<file path="config.mk">
export PLATFORM = sky130hd
export DESIGN_NAME = frame_buffer_ctrl
export DESIGN_NICKNAME = d
export VERILOG_FILES = /design/src/rtl/frame_buffer_ctrl.sv
export SDC_FILE = /design/constraint.sdc
export NUM_CORES = 1
export LEC_CHECK = 0
export ABC_AREA = 1
export BUFFER_PORTS_ARGS = -buffer_cell sky130_fd_sc_hd__buf_2
export CORE_UTILIZATION = 25
export CTS_BUF_LIST = sky130_fd_sc_hd__clkbuf_4 sky130_fd_sc_hd__clkbuf_8
export DETAILED_ROUTE_END_ITERATION = 6
export HOLD_SLACK_MARGIN = 0.15
export PLACE_DENSITY_LB_ADDON = 0.12
export SETUP_SLACK_MARGIN = 0.3
export SYNTH_ARGS = -nofsm -noshare
export SYNTH_HDL_FRONTEND = slang
export SYNTH_SLANG_ARGS = --single-unit
</file>
<file path="constraint.sdc">
create_clock -name Clock -period 2 [get_ports Clock]
set_input_delay 0.3 -clock Clock [delete_from_list [all_inputs] [get_ports Clock]]
set_output_delay 0.3 -clock Clock [all_outputs]
set_load 0.05 [all_outputs]
</file>
<file path="src/rtl/frame_buffer_ctrl.sv">
// Frame buffer controller: sequences camera pixels into the RAM write port and
// arbitrates the single RAM read port between display (priority) and processing.
module frame_buffer_ctrl #(
    parameter int WIDTH  = 640,
    parameter int HEIGHT = 480,
    parameter int AW     = 19
) (
    input  logic          Clock,
    input  logic          Reset,
    input  logic          CamVsync,
    input  logic          CamPixelValid,
    input  logic          CamPixel,
    output logic          WriteEnable,
    output logic [AW-1:0] WriteAddr,
    output logic          DataIn,
    output logic [AW-1:0] ReadAddr,
    input  logic          DataOut,
    input  logic          DispReq,
    input  logic [AW-1:0] DispAddr,
    output logic          DispData,
    output logic          DispValid,
    input  logic          ProcReq,
    input  logic [AW-1:0] ProcAddr,
    output logic          ProcGrant,
    output logic          ProcData,
    output logic          ProcValid,
    output logic          Capturing,
    output logic          FrameDone,
    output logic [7:0]    FrameCount,
    output logic          Overflow
);

    localparam int            NPIX      = WIDTH * HEIGHT;
    localparam logic [AW-1:0] LAST_ADDR = AW'(NPIX - 1);
    localparam logic [AW:0]   NPIX_W    = (AW + 1)'(NPIX);

    typedef enum logic {
        ST_IDLE    = 1'b0,
        ST_CAPTURE = 1'b1
    } wr_state_e;

    wr_state_e     state_q, state_d;
    logic          vsync_q, vsync_d;
    logic [AW-1:0] cnt_q, cnt_d;
    logic          we_q, we_d;
    logic [AW-1:0] waddr_q, waddr_d;
    logic          din_q, din_d;
    logic          frame_done_q, frame_done_d;
    logic [7:0]    frame_count_q, frame_count_d;
    logic          overflow_q, overflow_d;
    logic          rise_s;

    logic [AW-1:0] raddr_q, raddr_d;
    logic          disp_v1_q, disp_v1_d, proc_v1_q, proc_v1_d, oor1_q, oor1_d;
    logic          disp_v2_q, disp_v2_d, proc_v2_q, proc_v2_d, oor2_q, oor2_d;
    logic          disp_sel_s, proc_sel_s, in_range_s;
    logic [AW-1:0] sel_addr_s;

    // Capture sequencing: edge detect, pixel counter, frame completion and overflow
    always_comb begin
        vsync_d       = CamVsync;
        rise_s        = CamVsync & ~vsync_q;
        state_d       = state_q;
        cnt_d         = cnt_q;
        we_d          = 1'b0;
        waddr_d       = waddr_q;
        din_d         = din_q;
        frame_done_d  = 1'b0;
        frame_count_d = frame_count_q;
        overflow_d    = overflow_q;
        case (state_q)
            ST_IDLE: begin
                if (rise_s) begin
                    state_d = ST_CAPTURE;
                    cnt_d   = {AW{1'b0}};
                end else if (CamPixelValid) begin
                    overflow_d = 1'b1;
                end else begin
                    state_d = ST_IDLE;
                end
            end
            ST_CAPTURE: begin
                // A new frame start restarts the frame; a coincident pixel is dropped
                if (rise_s) begin
                    cnt_d = {AW{1'b0}};
                end else if (CamPixelValid) begin
                    we_d    = 1'b1;
                    waddr_d = cnt_q;
                    din_d   = CamPixel;
                    if (cnt_q == LAST_ADDR) begin
                        frame_done_d  = 1'b1;
                        frame_count_d = frame_count_q + 8'd1;
                        state_d       = ST_IDLE;
                        cnt_d         = {AW{1'b0}};
                    end else begin
                        cnt_d = cnt_q + AW'(1);
                    end
                end else begin
                    cnt_d = cnt_q;
                end
            end
            default: begin
                state_d = ST_IDLE;
                cnt_d   = {AW{1'b0}};
            end
        endcase
    end

    // Read arbitration and the two-stage ownership pipeline that follows the RAM
    always_comb begin
        disp_sel_s = DispReq & ~Reset;
        proc_sel_s = ProcReq & ~DispReq & ~Reset;
        sel_addr_s = DispReq ? DispAddr : ProcAddr;
        in_range_s = ({1'b0, sel_addr_s} < NPIX_W);
        if ((disp_sel_s | proc_sel_s) & in_range_s) begin
            raddr_d = sel_addr_s;
        end else begin
            raddr_d = raddr_q;
        end
        // Out-of-range grants keep valid but never present an address to the RAM
        disp_v1_d = disp_sel_s;
        proc_v1_d = proc_sel_s;
        oor1_d    = (disp_sel_s | proc_sel_s) & ~in_range_s;
        disp_v2_d = disp_v1_q;
        proc_v2_d = proc_v1_q;
        oor2_d    = oor1_q;
    end

    // State and output registers
    always_ff @(posedge Clock) begin
        if (Reset) begin
            state_q       <= ST_IDLE;
            vsync_q       <= 1'b0;
            cnt_q         <= {AW{1'b0}};
            we_q          <= 1'b0;
            waddr_q       <= {AW{1'b0}};
            din_q         <= 1'b0;
            frame_done_q  <= 1'b0;
            frame_count_q <= 8'd0;
            overflow_q    <= 1'b0;
            raddr_q       <= {AW{1'b0}};
            disp_v1_q     <= 1'b0;
            proc_v1_q     <= 1'b0;
            oor1_q        <= 1'b0;
            disp_v2_q     <= 1'b0;
            proc_v2_q     <= 1'b0;
            oor2_q        <= 1'b0;
        end else begin
            state_q       <= state_d;
            vsync_q       <= vsync_d;
            cnt_q         <= cnt_d;
            we_q          <= we_d;
            waddr_q       <= waddr_d;
            din_q         <= din_d;
            frame_done_q  <= frame_done_d;
            frame_count_q <= frame_count_d;
            overflow_q    <= overflow_d;
            raddr_q       <= raddr_d;
            disp_v1_q     <= disp_v1_d;
            proc_v1_q     <= proc_v1_d;
            oor1_q        <= oor1_d;
            disp_v2_q     <= disp_v2_d;
            proc_v2_q     <= proc_v2_d;
            oor2_q        <= oor2_d;
        end
    end

    assign WriteEnable = we_q;
    assign WriteAddr   = waddr_q;
    assign DataIn      = din_q;
    assign ReadAddr    = raddr_q;
    assign ProcGrant   = proc_sel_s;
    assign DispValid   = disp_v2_q;
    assign ProcValid   = proc_v2_q;
    assign DispData    = disp_v2_q & ~oor2_q & DataOut;
    assign ProcData    = proc_v2_q & ~oor2_q & DataOut;
    assign Capturing   = (state_q == ST_CAPTURE);
    assign FrameDone   = frame_done_q;
    assign FrameCount  = frame_count_q;
    assign Overflow    = overflow_q;

endmodule

</file>
==> metrics.yaml <==
power:
  ir_worst_vdd_uv: 250
  swShare: 0.314
  p_per_area_nw_per_um2: 709
  power.combinational.fraction: 0.181
  p_seq_frac: 0.492
  cellInternalPower_uw: 2270
  power.switching_uw: 1040
  p_leak_uw: 0.00224
  power_frac_clock: 0.327
worst_setup_path:
  endpoint_kind: "flip-flop"
  r2r_end: "cnt_q[14]"
  rr_worst_depth: 10
  path_class: "flip-flop to flip-flop"
  worst-path-max-fanout: 8
  timing.critical_path.arrival_ns: 1.79
  ff2ff_setup_slack_ns: 0.46
  crit-reg2reg-launch: "cnt_q[10]"
  startpoint_type: "flip-flop"
  cp.required_ns: 2.25
synthesis:
  yosysWarnings: 0
  yosysUniqueCellTypes: 30
  synth_seq_cells: 77
  syn-instance-count: 560
  syn_area_um2: 3700
  avgSynthCellArea_um2: 6.60
  synth_nets: 608
  seq_area_frac_synth: 0.417
global_route:
  grt_pass1_vias: 3370
  grt_antenna_before_repair: 0
  gr-usage-all-layers: 0.142
  grt.overflow.total: 0
  grt_max_degree: 35
  first_pass_grt_wire_length_mm: 16.4
drt:
  route.vias.total: 3660
  vias_per_cell: 4.30
  wl_mm: 10.2
  drtIter0Drc: 195
  avgRoutedWirePerCell_um: 12.0
  antenna_violating_nets_post_route: 0
  firstDrtPassIters: 5
  detail_route.drc_violations: 0
timing:
  report.final.slew_viol_count: 0
  setup_viol_count_final: 0
  worst_pin_slew_ns: 0.357
  finalHoldViolCount: 0
  clock-skew-final_ns: 0.00863
  rsz0062_at_grt: "false"
  layout_worst_path_cycle_share: 0.770
  post-route-min-period_ns: 1.54
  totalNegativeSetupSlack_ns: 0
  slew_headroom: 0.759
  holdWs_ns: 0.177
  fmax_mhz: 650
layout:
  final_cell_area_um2: 4680
  syn2layout_area_growth_pct: 26.4
  drive_above_1_share: 0.253
  finalNetCount: 712
  antennaDiodeCount: 0
placement:
  numPortBuffers: 101
  globalplace.congestion: 0.815
  detailed_place.area_um2: 4400
  final_hpwl_from_detailed_placement_mm: 7.48
hold_path:
  holdCritStartpoint: "CamVsync"
  min-delay-path-class: "primary input to flip-flop"
  hold-path-endpoint: "vsync_q"
  hold_depth: 3
die:
  die-area_um2: 15300
  initial_standard_cell_utilization_of_the_core: 0.255
  top_level_ports: 102
  num_rows: 44
  height_of_the_die_um: 124
  die_x_um: 124
  core_region_area_um2: 14500
clocking:
  clk-insertion-delay-late_ns: 0.36
  cts_made_buffers: 9
  clock-root-buffer: "sky130_fd_sc_hd__clkbuf_8"
  cts.clk_slew.worst_paths_ns: 0.08
  cts_tree: "done"
  cts.sinks: 77
  htree_levels: 3
  clock_tree.buffer_depth: 2
run_status:
  status: "finished clean"
job:
  max-cap-violations: 0
[flip-flops by register name, summed over array words and instances (netlist names)]
signal       count
Capturing        1
vsync_q          1
WriteAddr       19
DataIn           1
cnt_q           19
proc_v1_q        1
FrameDone        1
disp_v1_q        1
oor2_q           1
WriteEnable      1
DispValid        1
ProcValid        1
oor1_q           1
ReadAddr        19
FrameCount       8
Overflow         1
[worst max path at each step]
| stage | startpoint | slack, ns | end |
|---|---|---|---|
| 6_report | cnt_q[10] | 0.46 | cnt_q[14] |
| 4_1_cts | cnt_q[0] | 0.31 | FrameCount[4] |
| 5_1_grt | cnt_q[10] | 0.30 | cnt_q[14] |
| 3_3_place_gp | cnt_q[0] | 0.19 | cnt_q[14] |
| 2_1_floorplan | DispValid | 0.34 | DispData |
| 3_5_place_dp | cnt_q[0] | 0.21 | FrameCount[4] |
[synthesized netlist by cell type, drive strengths merged]
cell      n  area, µm²
o21a      1       7.51
ha        2       25.0
a21oi    38        194
nand4    13       81.3
inv      70        263
nand3    21        123
o21ai    33        165
a21o      1       8.76
nand2   178        683
dfxtp    77       1540
o21bai    2       15.0
clkbuf    9       33.8
or2       1       6.26
xor2      5       43.8
buf      12       87.6
nor3b     2       15.0
nor2     90        375
nor3      5       30.0
[routing by layer]
| metal | vias to the layer above | track usage | part of all wire |
|---|---|---|---|
| li1 | 1947 | - | - |
| met1 | 1628 | 0.179 | 0.47 |
| met2 | 74 | 0.222 | 0.46 |
| met3 | 11 | 0.0394 | 0.057 |
| met4 | 0 | 0.0655 | 0.015 |
| met5 | - | 0 | 0 |
[cell families (layout without fill, tap and decap cells)]
kind of cell / after synthesis / in the layout / synth area share
AND/OR/NAND/NOR: 310 / 310 / 0.355
buffers and inverters: 91 / 198 / 0.104
AO/OA/AOI/OAI: 75 / 75 / 0.106
XOR/XNOR: 5 / 5 / 0.0118
flip-flops: 77 / 77 / 0.417
adder cells (fa/ha/maj): 2 / 2 / 0.00676
[timing repair]
item / 4_1_cts / 5_1_grt
hold buffers: 0 / 0
pin swaps: 1 / 1
endpoints found under the setup margin: 24 / 24
gates resized for setup: 3 / 21
buffers inserted: 2 / 1
[metrics by stage]
stage	cells	setup slack, ns	util	total power [µW]
finish	851	0.461	0.323	3320
global route	851	0.305	0.323	3500
CTS	850	0.305	0.317	3380
detailed placement	834	0.212	0.304	2270
global placement	834	0.192	0.304	2270
floorplan	560	0.339	-	2110
[area by class of cell]
type / count / area [µm²]
Clock buffer: 12 / 159
Clock inverter: 2 / 10.0
Fill cell: 1617 / 9800
Inverter: 70 / 265
Multi-Input combinational cell: 392 / 1850
Sequential cell: 77 / 1560
Tap cell: 184 / 230
Timing Repair Buffer: 114 / 603
[power by group through the flow]
| stage | Combinational [µW] | Clock, µW | Sequential, µW |
|---|---|---|---|
| floorplan | 242 | 0 | 1870 |
| global placement | 601 | 0 | 1670 |
| detailed placement | 607 | 0 | 1670 |
| CTS | 611 | 1140 | 1630 |
| global route | 665 | 1190 | 1640 |
| finish | 602 | 1080 | 1630 |
[critical path, cell delays in order, from the launching register on]
cell                      delay (ns)
sky130_fd_sc_hd__dfxtp_1        0.39
sky130_fd_sc_hd__nand2_1        0.12
sky130_fd_sc_hd__nor2_4         0.20
sky130_fd_sc_hd__nand3_4        0.13
sky130_fd_sc_hd__nor2_4         0.18
sky130_fd_sc_hd__nor2_4         0.06
sky130_fd_sc_hd__buf_4          0.16
sky130_fd_sc_hd__nand2_1        0.06
sky130_fd_sc_hd__nand2_1        0.05
sky130_fd_sc_hd__nand2_1        0.05
sky130_fd_sc_hd__nor2_1         0.04
[cells in the final DEF, fill, tap and decap left out, types with 2 or more instances in the layout]
cell type	n
sky130_fd_sc_hd__nand2_1	174
sky130_fd_sc_hd__buf_2	101
sky130_fd_sc_hd__nor2_1	82
sky130_fd_sc_hd__dfxtp_1	67
sky130_fd_sc_hd__inv_1	62
sky130_fd_sc_hd__a21oi_1	37
sky130_fd_sc_hd__o21ai_0	31
sky130_fd_sc_hd__nand3_1	18
sky130_fd_sc_hd__nand4_1	13
sky130_fd_sc_hd__buf_4	13
sky130_fd_sc_hd__clkbuf_8	11
sky130_fd_sc_hd__dfxtp_2	8
sky130_fd_sc_hd__inv_2	7
sky130_fd_sc_hd__nor2_4	6
sky130_fd_sc_hd__xor2_1	5
sky130_fd_sc_hd__nand3_4	3
sky130_fd_sc_hd__nor3_2	2
sky130_fd_sc_hd__nor3b_2	2
sky130_fd_sc_hd__nor2_2	2
sky130_fd_sc_hd__o21ai_1	2
sky130_fd_sc_hd__nand2_4	2
sky130_fd_sc_hd__nand2_2	2
sky130_fd_sc_hd__o21bai_1	2
sky130_fd_sc_hd__nor3_1	2
sky130_fd_sc_hd__clkinv_2	2
sky130_fd_sc_hd__dfxtp_4	2
(Power assumes the default switching activity.)
